==> src/rtl/prince_pkg.sv <==
// Shared PRINCE scheduler definitions: block/key widths, default core latency
// and the scheduler state encoding.
package prince_pkg;

  localparam int unsigned PRINCE_BLK = 64;
  localparam int unsigned PRINCE_KEY = 128;
  localparam int unsigned PRINCE_LAT = 12;

  typedef enum logic [1:0] {
    IDLE,
    LOAD,
    RUN,
    DONE
  } sched_state_t;

endpackage

==> src/rtl/prince_sched_rr_arb.sv <==
// rr_arb: picks one of NREQ requests, round-robin from ptr.
// PRINCE_SCHED_PRIO_EN selects fixed priority (lowest index wins, ptr ignored).
module rr_arb #(
  parameter int unsigned NREQ = 4,
  parameter int unsigned IDW  = 2
) (
  input  logic [NREQ-1:0] req,
  input  logic [IDW-1:0]  ptr,
  output logic [NREQ-1:0] gnt,
  output logic [IDW-1:0]  idx,
  output logic            any
);

  logic [IDW-1:0] cand;

  always_comb begin
    gnt  = '0;
    idx  = '0;
    any  = 1'b0;
    cand = '0;
    for (int unsigned i = 0; i < NREQ; i++) begin
`ifdef PRINCE_SCHED_PRIO_EN
      cand = IDW'(i);
`else
      cand = IDW'((32'(ptr) + i) % NREQ);
`endif
      if (!any && req[cand]) begin
        any = 1'b1;
        idx = cand;
      end
    end
    if (any) gnt[idx] = 1'b1;
  end

endmodule

==> src/rtl/prince_sched.sv <==
// prince_sched: shares one round-based PRINCE core between NREQ requesters.
// Define PRINCE_SCHED_PRIO_EN for fixed-priority arbitration instead of round-robin.
module prince_sched
  import prince_pkg::*;
#(
  parameter int unsigned NREQ = 4,
  parameter int unsigned LAT  = PRINCE_LAT,
  parameter int unsigned IDW  = $clog2(NREQ)
) (
  input  logic                       clk,
  input  logic                       rst,
  input  logic [NREQ-1:0]            req,
  input  logic [NREQ-1:0]            rdec,
  input  logic [NREQ*PRINCE_BLK-1:0] rdat,
  input  logic [NREQ*PRINCE_KEY-1:0] rkey,
  output logic [NREQ-1:0]            gnt,
  output logic                       rsp_vld,
  output logic [IDW-1:0]             rsp_id,
  output logic [PRINCE_BLK-1:0]      rsp_dat,
  input  logic                       rsp_rdy,
  output logic                       st,
  output logic                       d,
  output logic [PRINCE_BLK-1:0]      inp,
  output logic [PRINCE_KEY-1:0]      key,
  input  logic [PRINCE_BLK-1:0]      cout
);

  localparam int unsigned CW = $clog2(LAT + 1);

  sched_state_t   state;
  logic [IDW-1:0] ptr;
  logic [IDW-1:0] win;
  logic [NREQ-1:0] arb_gnt;
  logic           arb_any;
  logic [CW-1:0]  cnt;

  rr_arb #(
    .NREQ(NREQ),
    .IDW (IDW)
  ) u_arb (
    .req(req),
    .ptr(ptr),
    .gnt(arb_gnt),
    .idx(win),
    .any(arb_any)
  );

  // Grant is combinational so the winner's data is sampled on the same edge.
  always_comb begin
    gnt = '0;
    if (state == IDLE && !rst) gnt = arb_gnt;
  end

  always_ff @(posedge clk) begin
    if (rst) begin
      state   <= IDLE;
      st      <= 1'b0;
      rsp_vld <= 1'b0;
      rsp_id  <= '0;
      rsp_dat <= '0;
      d       <= 1'b0;
      inp     <= '0;
      key     <= '0;
      ptr     <= '0;
      cnt     <= '0;
    end else begin
      case (state)
        IDLE: begin
          if (arb_any) begin
            d      <= rdec[win];
            inp    <= rdat[PRINCE_BLK*win +: PRINCE_BLK];
            key    <= rkey[PRINCE_KEY*win +: PRINCE_KEY];
            rsp_id <= win;
`ifdef PRINCE_SCHED_PRIO_EN
            ptr    <= '0;
`else
            ptr    <= (32'(win) == NREQ - 1) ? '0 : win + IDW'(1);
`endif
            st     <= 1'b1;
            state  <= LOAD;
          end
        end
        LOAD: begin
          st    <= 1'b0;
          cnt   <= CW'(1);
          state <= RUN;
        end
        RUN: begin
          if (32'(cnt) == LAT) begin
            rsp_dat <= cout;
            rsp_vld <= 1'b1;
            cnt     <= '0;
            state   <= DONE;
          end else begin
            cnt <= cnt + CW'(1);
          end
        end
        DONE: begin
          if (rsp_rdy) begin
            rsp_vld <= 1'b0;
            state   <= IDLE;
          end
        end
        default: state <= IDLE;
      endcase
    end
  end

endmodule

==> config.mk <==
export PLATFORM = sky130hd
export DESIGN_NAME = prince_sched
export DESIGN_NICKNAME = d
export VERILOG_FILES = /design/src/rtl/prince_pkg.sv /design/src/rtl/prince_sched_rr_arb.sv /design/src/rtl/prince_sched.sv
export SDC_FILE = /design/constraint.sdc
export NUM_CORES = 1
export LEC_CHECK = 0
export BUFFER_PORTS_ARGS = -buffer_cell sky130_fd_sc_hd__buf_2
export CAP_MARGIN = 20
export CORE_AREA = 10 10 419 421
export DETAILED_ROUTE_END_ITERATION = 10
export DIE_AREA = 0 0 429 431
export GPL_ROUTABILITY_DRIVEN = 1
export MAX_ROUTING_LAYER = met4
export PLACE_DENSITY = 0.3
export SLEW_MARGIN = 20
export SYNTH_ARGS = -nofsm -noshare
export SYNTH_HDL_FRONTEND = slang
export SYNTH_HIERARCHICAL = 1
export SYNTH_SLANG_ARGS = --single-unit
==> constraint.sdc <==
create_clock -name clk -period 1.95 [get_ports clk]
set_input_delay 0.195 -clock clk [delete_from_list [all_inputs] [get_ports clk]]
set_output_delay 0.195 -clock clk [all_outputs]
set_load 0.01 [all_outputs]
==> summary by stage <==
Critical path
The signal arrival time at the worst endpoint is about 2.8 ns. Data on the critical path is required at its endpoint by between 2 and 2.5 ns. The worst-path maximum fanout is 11. The endpoint class of the critical path is a flop. The start-to-end type of the worst setup path is reg2reg.

The kind of start point of the critical path is a flop.

Timing
After routing, the total negative slack on setup checks comes to -40.73 ns. At the pin with the least slew margin, the transition time is ~0.45 ns. The final period utilization is 116%. On the final layout, the worst clock skew is 0.0135 ns.

Once routing completed, OpenROAD measured the worst setup slack at -0.312 ns. Based on the critical path, the design can be clocked at up to roughly 0.44 GHz. Measured against its own limit, the worst slew margin works out to 69.7%. Across all hold checks on the routed design, the worst slack comes to a little over 0.06 ns. The hold violation total from the final report came to 0. Setup repair after global routing could not meet its margin everywhere. The number of max-slew violations in the final report is 0. After layout, the minimum clock period comes to 2.26 ns. Setup violations remaining at the end of the flow were counted as 197.

Global route
Global routing used 14.8% of the available tracks across all layers. The number of global-route vias before repair is between 15,000 and 20,000. The initial antenna violation count is roughly 130. Summed over all layers, the global routing overflow is 0. The wire length of the first global-routing pass is approximately 180,000 microns. Entering global routing, the biggest net connects 71 pins.

Floorplanning
Once the floorplan was initialized, standard cells occupied around 8% of the core. In this run the count of I/O pins placed on the die edge is 1,108. The total number of placement rows is 150. The placeable core region is around 170,000 sq um. The die span in y is 431 microns. In this run the horizontal extent of the chip is about 430 microns. The area enclosed by the die boundary is ~180,000 sq um.

Clock network
The CTS H-tree depth is 2. The largest buffer count on any clock path is 3. After clock tree synthesis, the clock-pin slew on the worst setup and hold paths is around 0.060 ns. The cell at the root of the clock tree is sky130_fd_sc_hd__clkbuf_16.

The number of buffers inserted during clock tree synthesis is 40. The later pin in the worst-skew pair is clocked with a latency of around 0.6 ns. The clock drives roughly 270 sinks. TritonCTS built the clock tree.

Yosys
The cell area that synthesis handed to floorplanning was between 10,000 and 15,000 sq um. The most frequently used flop master after synthesis is sky130_fd_sc_hd__dfxtp_1. The net count of the mapped netlist is between 1,500 and 2,000. The number of different library cells used by synthesis comes to 39.

The portion of the post-synthesis area used by sequential elements is between 30 and 40%. Counting instances in the post-synthesis netlist gives the leading cell types as sky130_fd_sc_hd__dfxtp_1, sky130_fd_sc_hd__a22o_1, sky130_fd_sc_hd__mux4_2, sky130_fd_sc_hd__nand2_1, sky130_fd_sc_hd__a21oi_1. The adder-cell share of the synthesized area is less than 1%. The largest total area in the synthesized netlist belongs to sky130_fd_sc_hd__dfxtp_1. The cell count after synthesis came out at around 1,100.

Each instance of the synthesized netlist takes up on average around 13 sq um. The proportion of synthesized area in mux cells is 32.4%. The xor and xnor area share after synthesis is 0%. The share of the synthesized area in the top cell type is between 30 and 40%. The share of async-settable or async-resettable flops after synthesis is 0%.

The Yosys step of the flow raised 6 warnings. The number of synthesized flops with an enable pin is 0. The simple-gate share of the synthesized area is under 10%.

The largest family of logic cells by synthesized area is multiplexers. The synthesized netlist devotes 16.3% of its cell area to compound gates. The most frequent cell after synthesis is sky130_fd_sc_hd__dfxtp_1. After synthesis the netlist holds a flip-flop and latch count of about 270. Yosys attributes the largest share of cell area to sky130_fd_sc_hd__dfxtp_1, sky130_fd_sc_hd__mux4_2, sky130_fd_sc_hd__a22o_1.

Cells and area
The area growth from synthesis to final layout is 129%. The fraction of final layout cells with drive strength greater than 1 is a little over half. The count of nets after finishing is 3,683. The non-filler instance count after layout is 5,131.

Routing
The number of routed nets with antenna violations is 0. Summing over every cut layer, the via total after detailed routing is around 18,000. In the routed design, unresolved DRC markers number 0. The count of routing violations after the opening detailed-route iteration is roughly 1,100. Summed over all layers, the routed wires come to between 100,000 and 150,000 microns. Dividing the detail-routed via count by the number of cells gives 3.46.

The first detailed-routing pass ran for 5 iterations. In the final routed layout, each cell accounts on average for 27.6 microns.

Placed design
In this run, placement finished with an instance count of between 4,000 and 5,000. The number of port buffers is approximately 1,100. The detailed placement HPWL is roughly 120,000 microns. The routability congestion estimate is around 0.88.

Pwr
The worst voltage drop across the vdd grid is 549 uV. The leakage power is ~13 nW. Power spread over the standard cell area amounts to 1190 nW/um^2. The total power is roughly 37 mW.

Outcome
The final reports fail on negative setup slack. The run finished, with violations left.

Worst hold path
The worst hold path belongs to the class in2reg.

Job
The number of max-capacitance violations reported is 0.
[power by group]
group | internal, mW | total, mW | switching [mW] | leakage [nW]
Sequential | 7.47 | 8.85 | 1.38 | 2.21
Clock | 5.10 | 8.34 | 3.24 | 0.703
Combinational | 10.0 | 19.7 | 9.65 | 10.5
[repair_timing]
action                                  in CTS  in global routing
setup buffers                               13                  4
pin swaps                                    8                  6
hold endpoints to repair                   241                  0
gates resized for setup                     42                 37
hold buffers                               605                  0
gates cloned                                 3                  7
endpoints found under the setup margin     199                199
[cells by family after synthesis]
| group | count (synthesis) |
|---|---|
| buffers and inverters | 126 |
| muxes | 195 |
| DFF | 269 |
| adders and majority gates | 7 |
| AOI/OAI and AO/OA | 286 |
| and+or+nand+nor | 179 |
[placed cells by master (no fill, tap or decap), drive strengths merged, types with 12 or more instances in the layout]
| cell | Yosys | routed |
|---|---|---|
| buf | 77 | 1234 |
| dlygate4sd3 | 0 | 605 |
| mux4 | 193 | 193 |
| inv | 10 | 12 |
| diode | 0 | 62 |
| nand2 | 136 | 136 |
| dfxtp | 269 | 269 |
| a21oi | 76 | 76 |
| clkbuf | 39 | 63 |
| a22o | 193 | 193 |
[path summary, 6_finish.rpt]
path / start / cells past startpoint / slack (ns) / to
max: ptr[0] / 8 / -0.31 / key[67]
min: rkey[398] / 3 / 0.06 / key[14]
max reg2reg: ptr[0] / 8 / -0.31 / key[67]
min reg2reg: rsp_dat[48] / 2 / 0.45 / rsp_dat[48]
[flip-flops by register name, summed over array words and instances (netlist names)]
name	count
rsp_vld	1
rsp_dat	64
state	2
st	1
d	1
cnt	4
ptr	2
key	128
inp	64
rsp_id	2
[worst max-delay path: stages, from the launching register on]
cell and delay, ns:
sky130_fd_sc_hd__dfxtp_2 0.33, sky130_fd_sc_hd__nand2b_4 0.13, sky130_fd_sc_hd__o21ai_2 0.07, sky130_fd_sc_hd__a211oi_4 0.24
sky130_fd_sc_hd__buf_12 0.18, sky130_fd_sc_hd__buf_16 0.17, sky130_fd_sc_hd__buf_12 0.19, sky130_fd_sc_hd__mux4_2 0.56
sky130_fd_sc_hd__a22o_1 0.20
[metrics by stage]
stage | setup WS [ns] | util [%] | cell area, sq um
after floorplan | -0.0893 | - | 13700
after global placement | -0.433 | 13.5 | 22400
after detailed placement | -0.411 | 13.5 | 22400
after CTS | -0.326 | 18.2 | 30400
after global routing | -0.347 | 18.5 | 30800
final | -0.312 | 18.5 | 30900
[routing by layer]
| metal | routed length, microns | vias up | GRT usage (%) | share of wire [%] |
|---|---|---|---|---|
| li1 | - | 7892 | - | - |
| met3 | 12600 | 206 | 5.76 | 8.9 |
| met5 | 0 | - | - | 0 |
| met2 | 68400 | 926 | 24.4 | 48 |
| met4 | 4650 | 0 | 4.28 | 3.3 |
| met1 | 55700 | 8732 | 16.5 | 39 |
[final cells by class]
cell class,instances,area (sq um)
Sequential cell,269,5390
Multi-Input combinational cell,667,7520
Antenna cell,62,155
Fill cell,18500,136000
Inverter,10,37.5
Timing Repair Buffer,1845,13500
Clock buffer,57,1210
Tap cell,2204,2760
Clock inverter,17,258
No activity file was read; power rests on OpenSTA's default activity.
